$ cat src/rtl/video_timing_pkg.sv
// rtl/video_timing_pkg.sv - shared timing constants, types and decode helper for video_timing_gen
package video_timing_pkg;

    localparam int CNT_W = 11;
    typedef logic [CNT_W-1:0] cnt_t;

    // 640x480@60 defaults
    localparam int DEF_H_ACTIVE = 640;
    localparam int DEF_H_FP     = 16;
    localparam int DEF_H_SYNC   = 96;
    localparam int DEF_H_BP     = 48;
    localparam int DEF_V_ACTIVE = 480;
    localparam int DEF_V_FP     = 10;
    localparam int DEF_V_SYNC   = 2;
    localparam int DEF_V_BP     = 33;

    localparam int HSYNC_BIT = 0;
    localparam int VSYNC_BIT = 1;

    // Half-open window test lo <= val < hi on 11-bit unsigned values.
    function automatic logic in_window(cnt_t val, cnt_t lo, cnt_t hi);
        return (val >= lo) && (val < hi);
    endfunction

endpackage

$ cat src/rtl/video_timing_gen_if.sv
// rtl/video_timing_gen_if.sv - pixel enable and timing/pixel outputs of video_timing_gen
interface video_timing_gen_if;
    import video_timing_pkg::*;

    logic       pix_en;
    cnt_t       hcount;
    cnt_t       vcount;
    logic       VDE;
    logic [1:0] CD;
    logic [7:0] VD;
    logic       frame_start;

    modport master (
        input  pix_en,
        output hcount, vcount, VDE, CD, VD, frame_start
    );

    modport slave (
        output pix_en,
        input  hcount, vcount, VDE, CD, VD, frame_start
    );
endinterface

$ cat src/rtl/video_timing_gen_mod_counter.sv
// rtl/video_timing_gen_mod_counter.sv - enabled modulo counter exposing its next value for look-ahead decode
module mod_counter #(
    parameter int W = 11
) (
    input  logic         clk,
    input  logic         rst,
    input  logic         i_en,
    input  logic [W-1:0] i_max,
    output logic [W-1:0] o_count,
    output logic [W-1:0] o_next,
    output logic         o_wrap
);

    logic [W-1:0] r_count;
    logic         w_at_max;

    assign w_at_max = (r_count == i_max);
    assign o_wrap   = i_en && w_at_max;
    assign o_count  = r_count;

    always_comb begin
        o_next = r_count;
        if (i_en) begin
            o_next = w_at_max ? '0 : r_count + 1'b1;
        end
    end

    always_ff @(posedge clk) begin
        if (rst) begin
            r_count <= '0;
        end else begin
            r_count <= o_next;
        end
    end

endmodule

$ cat src/rtl/video_timing_gen.sv
// rtl/video_timing_gen.sv - raster counters with registered VDE/CD/VD/frame_start decoded from next position
module video_timing_gen
    import video_timing_pkg::*;
#(
    parameter int H_ACTIVE = DEF_H_ACTIVE,
    parameter int H_FP     = DEF_H_FP,
    parameter int H_SYNC   = DEF_H_SYNC,
    parameter int H_BP     = DEF_H_BP,
    parameter int V_ACTIVE = DEF_V_ACTIVE,
    parameter int V_FP     = DEF_V_FP,
    parameter int V_SYNC   = DEF_V_SYNC,
    parameter int V_BP     = DEF_V_BP,
    parameter bit SYNC_POL = 1'b0
) (
    input  logic              clk,
    input  logic              rst,
    video_timing_gen_if.master vif
);

    localparam cnt_t H_MAX       = cnt_t'(H_ACTIVE + H_FP + H_SYNC + H_BP - 1);
    localparam cnt_t V_MAX       = cnt_t'(V_ACTIVE + V_FP + V_SYNC + V_BP - 1);
    localparam cnt_t H_ACT       = cnt_t'(H_ACTIVE);
    localparam cnt_t V_ACT       = cnt_t'(V_ACTIVE);
    localparam cnt_t H_SYNC_LO   = cnt_t'(H_ACTIVE + H_FP);
    localparam cnt_t H_SYNC_HI   = cnt_t'(H_ACTIVE + H_FP + H_SYNC);
    localparam cnt_t V_SYNC_LO   = cnt_t'(V_ACTIVE + V_FP);
    localparam cnt_t V_SYNC_HI   = cnt_t'(V_ACTIVE + V_FP + V_SYNC);
    localparam logic [1:0] CD_IDLE = {~SYNC_POL, ~SYNC_POL};

    cnt_t       w_hcount;
    cnt_t       w_vcount;
    cnt_t       w_h_next;
    cnt_t       w_v_next;
    logic       w_h_wrap;
    logic       w_v_wrap;
    logic       w_v_en;

    logic       w_vde;
    logic [1:0] w_cd;
    logic [7:0] w_vd;
    logic       w_fs;

    logic       r_vde;
    logic [1:0] r_cd;
    logic [7:0] r_vd;
    logic       r_fs;

    assign w_v_en = vif.pix_en && w_h_wrap;

    mod_counter #(.W(CNT_W)) u_hcnt (
        .clk     (clk),
        .rst     (rst),
        .i_en    (vif.pix_en),
        .i_max   (H_MAX),
        .o_count (w_hcount),
        .o_next  (w_h_next),
        .o_wrap  (w_h_wrap)
    );

    mod_counter #(.W(CNT_W)) u_vcnt (
        .clk     (clk),
        .rst     (rst),
        .i_en    (w_v_en),
        .i_max   (V_MAX),
        .o_count (w_vcount),
        .o_next  (w_v_next),
        .o_wrap  (w_v_wrap)
    );

    // Decoding the counters' next values lets the registered outputs land on the same edge as the counters.
    always_comb begin
        w_vde = (w_h_next < H_ACT) && (w_v_next < V_ACT);
        w_cd  = CD_IDLE;
        if (in_window(w_h_next, H_SYNC_LO, H_SYNC_HI)) begin
            w_cd[HSYNC_BIT] = SYNC_POL;
        end
        if (in_window(w_v_next, V_SYNC_LO, V_SYNC_HI)) begin
            w_cd[VSYNC_BIT] = SYNC_POL;
        end
        w_vd  = w_vde ? (w_h_next[7:0] ^ w_v_next[7:0]) : 8'h00;
        w_fs  = (w_h_next == '0) && (w_v_next == '0);
    end

    always_ff @(posedge clk) begin
        if (rst) begin
            r_vde <= 1'b0;
            r_cd  <= CD_IDLE;
            r_vd  <= 8'h00;
            r_fs  <= 1'b0;
        end else if (vif.pix_en) begin
            r_vde <= w_vde;
            r_cd  <= w_cd;
            r_vd  <= w_vd;
            r_fs  <= w_fs;
        end else begin
            r_fs  <= 1'b0;
        end
    end

    assign vif.hcount      = w_hcount;
    assign vif.vcount      = w_vcount;
    assign vif.VDE         = r_vde;
    assign vif.CD          = r_cd;
    assign vif.VD          = r_vd;
    assign vif.frame_start = r_fs;

    // Frame wrap is implied by both counters returning to zero; the flag itself is not needed.
    logic w_unused;
    assign w_unused = w_v_wrap;

endmodule

$ cat src/flat_wrapper.sv
// flat-port wrapper written by rule: the top's interface ports become plain ports
module video_timing_gen_flat import video_timing_pkg::*;
#(
    parameter int H_ACTIVE = DEF_H_ACTIVE,
    parameter int H_FP     = DEF_H_FP,
    parameter int H_SYNC   = DEF_H_SYNC,
    parameter int H_BP     = DEF_H_BP,
    parameter int V_ACTIVE = DEF_V_ACTIVE,
    parameter int V_FP     = DEF_V_FP,
    parameter int V_SYNC   = DEF_V_SYNC,
    parameter int V_BP     = DEF_V_BP,
    parameter bit SYNC_POL = 1'b0
)
  (clk, rst, vif_pix_en, vif_hcount, vif_vcount, vif_VDE, vif_CD, vif_VD, vif_frame_start);
  video_timing_gen_if vif_i ();
  input  logic clk;
  input  logic rst;
  input wire logic [$bits(vif_i.pix_en)-1:0] vif_pix_en;
  output wire logic [$bits(vif_i.hcount)-1:0] vif_hcount;
  output wire logic [$bits(vif_i.vcount)-1:0] vif_vcount;
  output wire logic [$bits(vif_i.VDE)-1:0] vif_VDE;
  output wire logic [$bits(vif_i.CD)-1:0] vif_CD;
  output wire logic [$bits(vif_i.VD)-1:0] vif_VD;
  output wire logic [$bits(vif_i.frame_start)-1:0] vif_frame_start;
  assign vif_i.pix_en = vif_pix_en;
  assign vif_hcount = vif_i.hcount;
  assign vif_vcount = vif_i.vcount;
  assign vif_VDE = vif_i.VDE;
  assign vif_CD = vif_i.CD;
  assign vif_VD = vif_i.VD;
  assign vif_frame_start = vif_i.frame_start;
  video_timing_gen #(.H_ACTIVE(H_ACTIVE), .H_FP(H_FP), .H_SYNC(H_SYNC), .H_BP(H_BP), .V_ACTIVE(V_ACTIVE), .V_FP(V_FP), .V_SYNC(V_SYNC), .V_BP(V_BP), .SYNC_POL(SYNC_POL)) u_core (.clk(clk), .rst(rst), .vif(vif_i));
endmodule
$ cat config.mk
export PLATFORM = sky130hd
export DESIGN_NAME = video_timing_gen_flat
export DESIGN_NICKNAME = d
export VERILOG_FILES = /design/src/rtl/video_timing_pkg.sv /design/src/rtl/video_timing_gen_if.sv /design/src/rtl/video_timing_gen_mod_counter.sv /design/src/rtl/video_timing_gen.sv /design/src/flat_wrapper.sv
export SDC_FILE = /design/constraint.sdc
export NUM_CORES = 1
export LEC_CHECK = 0
export BUFFER_PORTS_ARGS = -buffer_cell sky130_fd_sc_hd__buf_2
export CAP_MARGIN = 10
export CORE_MARGIN = 2
export CORE_UTILIZATION = 45
export CTS_CLUSTER_DIAMETER = 200
export DETAILED_ROUTE_END_ITERATION = 6
export GPL_ROUTABILITY_DRIVEN = 0
export GPL_TIMING_DRIVEN = 0
export PLACE_DENSITY_LB_ADDON = 0.12
export SLEW_MARGIN = 10
export SYNTH_ARGS = -nofsm -noshare
export SYNTH_HDL_FRONTEND = slang
export SYNTH_SLANG_ARGS = --single-unit
$ cat constraint.sdc
create_clock -name clk -period 3.3 [get_ports clk]
set_clock_uncertainty 0.05 [all_clocks]
set_input_delay 0.99 -clock clk [delete_from_list [all_inputs] [get_ports clk]]
set_output_delay 0.99 -clock clk [all_outputs]
set_load 0.02 [all_outputs]
==> impl_metrics.json <==
{
  "multi_input_area_mm2": 0.001141,
  "ys_seq_elements": 34,
  "peakVddDrop_uv": 183.2,
  "cts_tree": "done",
  "arrival_ns": 3.18,
  "cts_setup_buffers": 0,
  "yosysWarningCount": 0,
  "fmax_mhz": 328.4,
  "hold_buffers": 0,
  "synth.most_common_cell": "dfxtp_1",
  "die_h_um": 69.40,
  "first_iter_violations": 157,
  "preCtsSetupSlack_ns": -0.01267,
  "track_usage_pct": 22.32,
  "internal-power_uw": 596.6,
  "first_pass_iters": 4,
  "synthFlopType": "dfxtp_1",
  "min_period_ns": 3.045,
  "synth_top_area_share_pct": 35.37,
  "ys_async_sr_fraction_pct": 0,
  "swShare_pct": 23.85,
  "nFillCells": 400,
  "r2r-end": "u_core.vif.frame_start$_SDFF_PP0_",
  "wl_um": 5118,
  "core_area_mm2": 0.004058,
  "fin_cells": 340,
  "clk-insertion-delay-late_ns": 0.29,
  "p_clk_share_pct": 41.4,
  "start_util_pct": 47.43,
  "dieArea_mm2": 0.004816,
  "hold_end": "u_core.vif.VD[5]$_SDFFE_PP0P_",
  "overflow": 0,
  "syn-cell-area_mm2": 0.001924,
  "power_frac_comb_pct": 5.2,
  "clkTransAtPathRegs_ns": 0.07,
  "drive_gt1_share_pct": 17.59,
  "status": "completed",
  "drv_cap": 0,
  "first_global_vias": 1761,
  "min_path_cells": 2,
  "cp_data_required_time_ns": 3.43,
  "portBuffers": 35,
  "clockBufferDepth": 2,
  "r2r-start": "u_core.u_hcnt.o_count[5]$_SDFF_PP0_",
  "antenna_cells": 0,
  "p_per_area_mw_per_mm2": 347.7,
  "fin_tns_setup_ns": 0,
  "slew_headroom_pct": 56.56,
  "die_w_um": 69.40,
  "synthTopCellsByArea": "dfxtp_1 35%, xnor2_1 5.5%, nor2_1 5.3%, nand2_1 5.1%, xor2_1 5.0%",
  "end_kind": "flop",
  "ant_nets": 0,
  "place_hpwl_um": 3804,
  "utilization_pct": 55.54,
  "crit_fanout": 10,
  "htree_levels": 2,
  "reg2reg_slack_ns": 0.27,
  "min_from": "u_core.vif.VD[5]$_SDFFE_PP0P_",
  "power_frac_seq_pct": 53.4,
  "grt_antenna_before_repair": 0,
  "rr_worst_depth": 9,
  "synth.largest_area_cell": "dfxtp_1",
  "drv_slew": 0,
  "worst_pin_slew_ns": 0.6472,
  "grt_pass1_wl_um": 8659,
  "rows": 23,
  "ys_seq_area_share_pct": 35.37,
  "final-seq-area_um2": 680.7,
  "p_total_uw": 783.5,
  "setup_slack_ns": 0.2551,
  "synth-edff-count": 0,
  "grt_start_max_net_pins": 11,
  "post_cts_resized": 0,
  "ys_top_cells_by_count": "34 x dfxtp_1, 27 x nor2_1, 26 x nand2_1",
  "via_count": 1921,
  "synthCells": 247,
  "clock-sinks": 34,
  "rsz0062_at_grt": "false",
  "cts_buffers": 5,
  "nets": 295,
  "setup_viol": 0,
  "ys_types": 38,
  "place_inst": 332,
  "synth_nets": 253,
  "num_io_pins": 37,
  "start_kind": "input pin",
  "finalCritPeriodShare_pct": 92.27,
  "netSwitchingPower_uw": 186.8,
  "root_buffer": "clkbuf_8",
  "drc": 0,
  "post_drt_wl_per_cell_um": 15.05,
  "worstSetupPathType": "in -> reg",
  "hp-class": "reg -> reg",
  "finalHoldViolCount": 0,
  "p_leak_nw": 0.8949,
  "avgSynthCellArea_um2": 7.791,
  "syn_to_final_growth_pct": 17.10,
  "avgViaCountPerCell": 5.650
}
[how the worst max path moves through the flow]
stage                                              endpoint  cells after the start                           startpoint  slack [ns]
after floorplan               u_core.vif.CD[1]$_SDFFE_PP1P_                      7                           vif_pix_en        0.34
after global placement    u_core.vif.frame_start$_SDFF_PP0_                      9                           vif_pix_en       -0.04
after detailed placement  u_core.vif.frame_start$_SDFF_PP0_                      9                           vif_pix_en       -0.01
after CTS                 u_core.vif.frame_start$_SDFF_PP0_                      9                           vif_pix_en        0.28
after global routing          u_core.vif.VD[4]$_SDFFE_PP0P_                      8  u_core.u_hcnt.o_count[5]$_SDFF_PP0_        0.04
final                     u_core.vif.frame_start$_SDFF_PP0_                      9                           vif_pix_en        0.26
[registers in the layout, summed over array words and instances (netlist names)]
name,flops
u_core.vif.frame_start,1
u_core.vif.CD,2
u_core.vif.VDE,1
u_core.vif.VD,8
u_core.u_hcnt.o_count,11
u_core.u_vcnt.o_count,11
[routing by layer]
| metal | part of all wire, % | wire (um) | track usage, % |
|---|---|---|---|
| met2 | 44 | 2244 | 32.37 |
| met3 | 7.5 | 382 | 5.959 |
| met5 | 0 | 0 | 0 |
| met4 | 1.2 | 60 | 7.843 |
| met1 | 47 | 2431 | 31.72 |
[kinds of logic (layout without fill, tap and decap cells)]
group / Yosys count / count (layout) / synth area share [%]
AND/OR/NAND/NOR: 118 / 118 / 31.80
AO/OA/AOI/OAI: 45 / 45 / 15.09
flip-flops: 34 / 34 / 35.37
XOR/XNOR: 23 / 23 / 10.47
adder cells (fa/ha/maj): 3 / 3 / 1.951
buffers and inverters: 24 / 67 / 5.331
[power by group through the flow]
stage | Sequential [mW] | Combinational, mW | Clock [mW]
global placement | 0.428 | 0.0410 | 0
floorplan | 0.434 | 0.0214 | 0
detailed placement | 0.428 | 0.0412 | 0
finish | 0.419 | 0.0408 | 0.324
CTS | 0.419 | 0.0412 | 0.332
global route | 0.419 | 0.0451 | 0.348
[per-stage QoR]
stage                     instance area (um2)  hold slack, ns
after global placement                   2162          0.3810
after floorplan                          1924          0.4777
final                                    2253          0.3944
after detailed placement                 2162          0.3838
after CTS                                2253          0.4002
after global routing                     2253          0.4295
[layout make-up]
cell class	count	share of cell area [%]
Timing Repair Buffer	35	7.773
Sequential cell	34	30.21
Clock inverter	1	0.2221
Tap cell	50	2.776
Inverter	7	1.166
Buffer	17	3.387
Clock buffer	7	3.831
Multi-Input combinational cell	189	50.64
[cell usage in the layout (no fill, tap or decap), types with 2 or more instances in the layout]
cell type / count
or4_1: 5
o22ai_1: 3
clkbuf_8: 6
clkbuf_1: 13
and4_1: 2
ha_1: 3
nor2_1: 27
o21ai_0: 8
xnor2_1: 12
buf_2: 38
nor3_1: 8
o31a_1: 3
a32oi_1: 3
nand2b_1: 2
xor2_1: 11
a21oi_1: 9
nand4_1: 7
nand3_1: 17
nor2b_1: 6
nand2_1: 26
o31ai_1: 8
dfxtp_1: 34
a31oi_1: 4
and3_1: 3
nor4_1: 5
or3_1: 5
o21ai_1: 3
inv_1: 7
[critical path: stages]
cell and delay [ns]:
buf_2 0.10, nand2_1 0.11, nor4_1 0.59, buf_2 0.32, buf_2 0.27, nand2_1 0.09, xor2_1 0.26, nand4_1 0.12
nor4_1 0.31
No activity file was read; power rests on OpenSTA's default activity.
